[src/rtl/t07_spi_rx_buffer_if.sv]
// Bundles the MMIO fetch/read signals and the quad-SPI receiver word handshake.
interface t07_spi_rx_buffer_if #(
    parameter int unsigned DEPTH = 4,
    parameter int unsigned WIDTH = 32
);
    localparam int unsigned CW = $clog2(DEPTH) + 1;

    logic             start_i;
    logic [7:0]       len_i;
    logic [WIDTH-1:0] spi_data_i;
    logic             spi_ack_i;
    logic             spi_enable_o;
    logic             rd_en_i;
    logic [WIDTH-1:0] rd_data_o;
    logic             rd_valid_o;
    logic             full_o;
    logic [CW-1:0]    count_o;
    logic             busy_o;
    logic             done_o;
    logic             overflow_o;

    // Driver side: MMIO command/read port plus the SPI receiver.
    modport master (
        output start_i, len_i, spi_data_i, spi_ack_i, rd_en_i,
        input  spi_enable_o, rd_data_o, rd_valid_o, full_o, count_o,
               busy_o, done_o, overflow_o
    );

    // Buffer side.
    modport slave (
        input  start_i, len_i, spi_data_i, spi_ack_i, rd_en_i,
        output spi_enable_o, rd_data_o, rd_valid_o, full_o, count_o,
               busy_o, done_o, overflow_o
    );
endinterface

[src/rtl/t07_spi_rx_buffer.sv]
// Receive buffer and fetch controller: captures SPI words into a show-ahead
// FIFO, throttles the link when the FIFO fills, and flags dropped words.
module t07_spi_rx_buffer #(
    parameter int unsigned DEPTH = 4,
    parameter int unsigned WIDTH = 32
) (
    input  logic                 clk,
    input  logic                 rst,
    t07_spi_rx_buffer_if.slave   bus
);
    localparam int unsigned AW = $clog2(DEPTH);
    localparam int unsigned CW = AW + 1;

    typedef enum logic [1:0] {
        IDLE       = 2'd0,
        FETCH      = 2'd1,
        WAIT_SPACE = 2'd2,
        DONE       = 2'd3
    } state_t;

    state_t           state;
    logic [7:0]       remaining;
    logic [WIDTH-1:0] mem [DEPTH];
    logic [AW-1:0]    wr_ptr;
    logic [AW-1:0]    rd_ptr;
    logic [CW-1:0]    count;
    logic             spi_enable;
    logic             busy;
    logic             done;
    logic             overflow;

    logic             full_c;
    logic             empty_c;
    logic             push_c;
    logic             pop_c;
    logic             drop_c;
    logic [CW-1:0]    count_next_c;

    // Handshake qualification and next occupancy.
    always_comb begin
        full_c       = (count == CW'(DEPTH));
        empty_c      = (count == CW'(0));
        push_c       = (state == FETCH) && bus.spi_ack_i && !full_c;
        pop_c        = bus.rd_en_i && !empty_c;
        drop_c       = bus.spi_ack_i &&
                       ((state == WAIT_SPACE) || ((state == FETCH) && full_c));
        count_next_c = count;
        if (push_c && !pop_c) begin
            count_next_c = count + CW'(1);
        end else if (pop_c && !push_c) begin
            count_next_c = count - CW'(1);
        end
    end

    // FIFO storage, wrapping pointers and occupancy count.
    always_ff @(posedge clk or posedge rst) begin
        if (rst) begin
            for (int i = 0; i < int'(DEPTH); i++) begin
                mem[i] <= '0;
            end
            wr_ptr <= '0;
            rd_ptr <= '0;
            count  <= '0;
        end else begin
            if (push_c) begin
                mem[wr_ptr] <= bus.spi_data_i;
                wr_ptr      <= wr_ptr + AW'(1);
            end
            if (pop_c) begin
                rd_ptr <= rd_ptr + AW'(1);
            end
            count <= count_next_c;
        end
    end

    // Fetch sequencer with registered enable/busy/done/overflow.
    always_ff @(posedge clk or posedge rst) begin
        if (rst) begin
            state      <= IDLE;
            remaining  <= '0;
            spi_enable <= 1'b0;
            busy       <= 1'b0;
            done       <= 1'b0;
            overflow   <= 1'b0;
        end else begin
            done <= 1'b0;
            case (state)
                IDLE: begin
                    if (bus.start_i) begin
                        overflow <= 1'b0;
                        if (bus.len_i != 8'd0) begin
                            remaining  <= bus.len_i;
                            state      <= FETCH;
                            spi_enable <= 1'b1;
                            busy       <= 1'b1;
                        end else begin
                            state <= DONE;
                            done  <= 1'b1;
                        end
                    end
                end
                FETCH: begin
                    if (drop_c) begin
                        overflow <= 1'b1;
                    end
                    if (push_c) begin
                        remaining <= remaining - 8'(remaining != 8'd0);
                        if (remaining == 8'd1) begin
                            state      <= DONE;
                            done       <= 1'b1;
                            busy       <= 1'b0;
                            spi_enable <= 1'b0;
                        end else if (count_next_c == CW'(DEPTH)) begin
                            state      <= WAIT_SPACE;
                            spi_enable <= 1'b0;
                        end
                    end
                end
                WAIT_SPACE: begin
                    if (drop_c) begin
                        overflow <= 1'b1;
                    end
                    // Space was freed by a pop on the previous edge.
                    if (!full_c) begin
                        state      <= FETCH;
                        spi_enable <= 1'b1;
                    end
                end
                DONE: begin
                    state <= IDLE;
                end
                default: begin
                    state <= IDLE;
                end
            endcase
        end
    end

    // Outputs; read-side status is decoded straight from the FIFO registers.
    assign bus.spi_enable_o = spi_enable;
    assign bus.busy_o       = busy;
    assign bus.done_o       = done;
    assign bus.overflow_o   = overflow;
    assign bus.rd_data_o    = mem[rd_ptr];
    assign bus.rd_valid_o   = !empty_c;
    assign bus.full_o       = full_c;
    assign bus.count_o      = count;
endmodule

[src/flat_wrapper.sv]
// flat-port wrapper written by rule: the top's interface ports become plain ports
module t07_spi_rx_buffer_flat 
#(
    parameter int unsigned DEPTH = 4,
    parameter int unsigned WIDTH = 32
)
  (clk, rst, bus_start_i, bus_len_i, bus_spi_data_i, bus_spi_ack_i, bus_rd_en_i, bus_spi_enable_o, bus_rd_data_o, bus_rd_valid_o, bus_full_o, bus_count_o, bus_busy_o, bus_done_o, bus_overflow_o);
  t07_spi_rx_buffer_if #(.DEPTH(DEPTH), .WIDTH(WIDTH)) bus_i ();
  input  logic clk;
  input  logic rst;
  input wire logic [$bits(bus_i.start_i)-1:0] bus_start_i;
  input wire logic [$bits(bus_i.len_i)-1:0] bus_len_i;
  input wire logic [$bits(bus_i.spi_data_i)-1:0] bus_spi_data_i;
  input wire logic [$bits(bus_i.spi_ack_i)-1:0] bus_spi_ack_i;
  input wire logic [$bits(bus_i.rd_en_i)-1:0] bus_rd_en_i;
  output wire logic [$bits(bus_i.spi_enable_o)-1:0] bus_spi_enable_o;
  output wire logic [$bits(bus_i.rd_data_o)-1:0] bus_rd_data_o;
  output wire logic [$bits(bus_i.rd_valid_o)-1:0] bus_rd_valid_o;
  output wire logic [$bits(bus_i.full_o)-1:0] bus_full_o;
  output wire logic [$bits(bus_i.count_o)-1:0] bus_count_o;
  output wire logic [$bits(bus_i.busy_o)-1:0] bus_busy_o;
  output wire logic [$bits(bus_i.done_o)-1:0] bus_done_o;
  output wire logic [$bits(bus_i.overflow_o)-1:0] bus_overflow_o;
  assign bus_i.start_i = bus_start_i;
  assign bus_i.len_i = bus_len_i;
  assign bus_i.spi_data_i = bus_spi_data_i;
  assign bus_i.spi_ack_i = bus_spi_ack_i;
  assign bus_i.rd_en_i = bus_rd_en_i;
  assign bus_spi_enable_o = bus_i.spi_enable_o;
  assign bus_rd_data_o = bus_i.rd_data_o;
  assign bus_rd_valid_o = bus_i.rd_valid_o;
  assign bus_full_o = bus_i.full_o;
  assign bus_count_o = bus_i.count_o;
  assign bus_busy_o = bus_i.busy_o;
  assign bus_done_o = bus_i.done_o;
  assign bus_overflow_o = bus_i.overflow_o;
  t07_spi_rx_buffer #(.DEPTH(DEPTH), .WIDTH(WIDTH)) u_core (.clk(clk), .rst(rst), .bus(bus_i));
endmodule
[config.mk]
export PLATFORM = sky130hd
export DESIGN_NAME = t07_spi_rx_buffer_flat
export DESIGN_NICKNAME = d
export VERILOG_FILES = /design/src/rtl/t07_spi_rx_buffer_if.sv /design/src/rtl/t07_spi_rx_buffer.sv /design/src/flat_wrapper.sv
export SDC_FILE = /design/constraint.sdc
export NUM_CORES = 1
export LEC_CHECK = 0
export ABC_AREA = 1
export CAP_MARGIN = 20
export CORE_MARGIN = 2
export CORE_UTILIZATION = 35
export CTS_CLUSTER_DIAMETER = 40
export DETAILED_ROUTE_END_ITERATION = 12
export SYNTH_ARGS = -nofsm -noshare
export SYNTH_HDL_FRONTEND = slang
export SYNTH_SLANG_ARGS = --single-unit
export TNS_END_PERCENT = 50
[constraint.sdc]
create_clock -name clk -period 6.06 [get_ports clk]
set_clock_uncertainty 0.2 [all_clocks]
set_input_delay 1.212 -clock clk [delete_from_list [all_inputs] [get_ports clk]]
set_output_delay 1.212 -clock clk [all_outputs]
set_load 0.01 [all_outputs]
==> run_results.csv <==
group,metric,value,unit
status,status,"finished, final reports clean",
cts,cts_resized,0,
drt,first_iter_violations,294,
synth,synth_area,6803,sq um
critical_path,cp_slowest_stage_delay,0.59,ns
cts,cts.sink_count,149,
synth,ys_warn_count,0,
synth,netlist_instances,812,
cts,worstSkewPairLatency,0.42,ns
global_routing,grt_max_degree,75,
cts,tritoncts,"built",
finish,fin_area,8596,sq um
global_routing,track_usage,17.04,%
timing,setup-violations-final,0,
timing,rsz0062_at_grt,"no",
drt,wirelength,16610,um
hold_path,hp-class,"reg -> reg",
critical_path,cpMaxStageDelayCell,"clkdlybuf4s50_1",
placed_design,dp_slack,2.378,ns
cts,cts-root-buf,"clkbuf_16",
global_routing,grt_pass1_vias,5358,
synth,ys_ff_latch,149,
drt,drc_errors,0,
critical_path,worstPathArrival,2.40,ns
flow_run,maxCapViolations,0,
placed_design,dp_hpwl,9869,um
floorplanning,core.rowCount,50,
critical_path,cp-start-kind,"flip-flop",
critical_path,path_cells,"buf_4 -> o21ai_0 -> o22ai_1 -> clkdlybuf4s50_1",
critical_path,crit_buf_inv,2,
timing,slew_headroom,54.13,%
critical_path,regToRegStartpoint,"u_core.state[1]",
synth,syn_nets,870,
finish,post-route-util,45.50,%
hold_path,hold_depth,2,
global_routing,grt_pass1_wl,27490,um
drt,wl_per_cell,14.42,um
synth,yosys.cell_types.count,25,
power_and_ir_drop,irDropWorstVdd,0.2263,mV
timing,hold_viol,0,
placed_design,dp_cells,1116,
floorplanning,pin_count,86,
critical_path,r2r_cells,8,
synth,syn_avg_cell_area,8.378,sq um
timing,setup_ws,2.247,ns
timing,totalNegativeSetupSlack,0,ns
drt,drt-vias-per-instance,4.866,
cts,cts_buffer_depth,2,
critical_path,cp.required,4.65,ns
floorplanning,die_w,143.4,um
critical_path,cp_top_family,"buffers and inverters",
floorplanning,fp.dieH,143.4,um
power_and_ir_drop,p_per_area,587.0,nW/um^2
global_routing,overflow,0,
placed_design,io_buffer_count,85,
drt,vias,5606,
timing,worst_slew_pin_slew,0.6881,ns
critical_path,startpoint,"u_core.rd_ptr[0]",
hold_path,min_from,"u_core.mem[57]",
critical_path,worstPathMaxFanout,65,
cts,cts_hold_buf,0,
cts,htree_levels,4,
critical_path,path_class,"reg -> out",
floorplanning,die-area,20570,sq um
cts,cts_setup_buffers,0,
finish,final_layout_size_suffix_gt1_share,6.166,%
power_and_ir_drop,p_leak,3.985,nW
finish,diodes,0,
placed_design,dpl_cell_area,7855,sq um
timing,period_needed,3.813,ns
finish,area_growth,26.36,%
critical_path,cp.depth,4,
cts,numCtsBuffers,17,
global_routing,antenna_found_initial,0,
cts,cts.clk_slew.worst_paths,0.06,ns
drt,dr.pass1.iters,5,
timing,finalCritPeriodShare,62.93,%
finish,fin_cells,1152,
timing,fmax,262.2,MHz
floorplanning,start_util,36.01,%
synth,ys_seq_area_share,54.81,%
floorplanning,core_area,18890,sq um
drt,ant_nets,0,
timing,drv_slew,0,
finish,nNetsFinal,937,
placed_design,gp_congestion,0.7823,
critical_path,cp-end-kind,"primary output",
## per-stage QoR
| step | hold WS (ns) | total power [mW] |
|---|---|---|
| after floorplan | 0.2478 | 3.026 |
| after global placement | 0.2594 | 3.851 |
| after detailed placement | 0.2622 | 3.892 |
| after CTS | 0.2804 | 5.050 |
| after global routing | 0.3012 | 5.474 |
| final | 0.2772 | 5.046 |
## final timing paths
kind	end	slack, ns
max	bus_rd_data_o[9]	2.25
min	u_core.mem[57]	0.28
max reg2reg	u_core.mem[112]	3.25
min reg2reg	u_core.mem[57]	0.28
max in group asynchronous	u_core.remaining[0]	3.59
min in group asynchronous	u_core.mem[47]	1.08
## state kept, by name (all words and copies together), names as in the netlist
signal                   count
u_core.remaining             8
u_core.bus.spi_enable_o      1
u_core.bus.busy_o            1
u_core.bus.done_o            1
u_core.bus.overflow_o        1
u_core.rd_ptr                2
u_core.bus.count_o           3
u_core.mem                 128
u_core.wr_ptr                2
u_core.state                 2
## metal layers
metal | GRT usage, % | share of wire [%] | up-vias
met2 | 28.10 | 47 | 108
met1 | 22.86 | 49 | 2664
met5 | 0 | 0 | -
li1 | - | - | 2820
met3 | 3.665 | 3.7 | 14
met4 | 4.386 | 0.86 | 0
## layout by cell type (no fill, tap or decap), drive strengths merged
cell             n
o31ai            1
a21oi            7
xor2             3
dfrtp          149
clkinv           4
nand3           13
o22ai           33
bufinv           4
clkbuf          24
nand4            6
a31oi            1
ha              13
o21ai          208
buf             10
inv             59
clkdlybuf4s50   85
o211ai           4
nand2          180
nor4             3
nand3b           1
nor2            83
o21bai           1
## kinds of logic after synthesis
group,Yosys count,share of synthesized area [%]
AOI/OAI and AO/OA,255,19.66
DFF,149,54.81
and+or+nand+nor,286,16.77
xor gates and xnor gates,3,0.3863
adders and majority gates,13,2.391
buffers and inverters,106,5.977
## cells in the mapped netlist
cell type / count / area (sq um)
a21oi_1: 6 / 30.03
a21oi_2: 1 / 8.760
a31oi_1: 1 / 6.260
buf_2: 1 / 5.000
buf_6: 1 / 11.26
clkbuf_1: 45 / 168.9
dfrtp_1: 149 / 3729
ha_1: 13 / 162.7
inv_1: 56 / 210.2
inv_2: 3 / 11.26
nand2_1: 178 / 668.1
nand2_2: 2 / 12.51
nand3_1: 13 / 65.06
nand3b_4: 1 / 20.02
nand4_1: 6 / 37.54
nor2_1: 82 / 307.8
nor2_4: 1 / 11.26
nor4_1: 3 / 18.77
o211ai_1: 4 / 30.03
o21ai_0: 205 / 1026
o21ai_1: 3 / 15.01
o21bai_1: 1 / 7.510
o22ai_1: 33 / 206.5
o31ai_1: 1 / 7.510
xor2_1: 3 / 26.28
## worst min-delay path, stage by stage (launching register included)
cell and delay, ns:
dfrtp_1 0.33, nand2_1 0.05, o21ai_0 0.06
## layout make-up
type | instances | area (sq um)
Clock inverter | 8 | 143.9
Multi-Input combinational cell | 557 | 2678
Sequential cell | 149 | 3730
Clock buffer | 24 | 501.7
Tap cell | 260 | 325.3
Timing Repair Buffer | 95 | 991.0
Fill cell | 1914 | 10300
Inverter | 59 | 226.5
## where the power goes
group,internal (mW),leakage [nW],switching (mW)
combinational,0.970,1.79,1.21
sequential,1.47,1.87,0.260
clock,0.743,0.320,0.399
(Power assumes the default switching activity.)
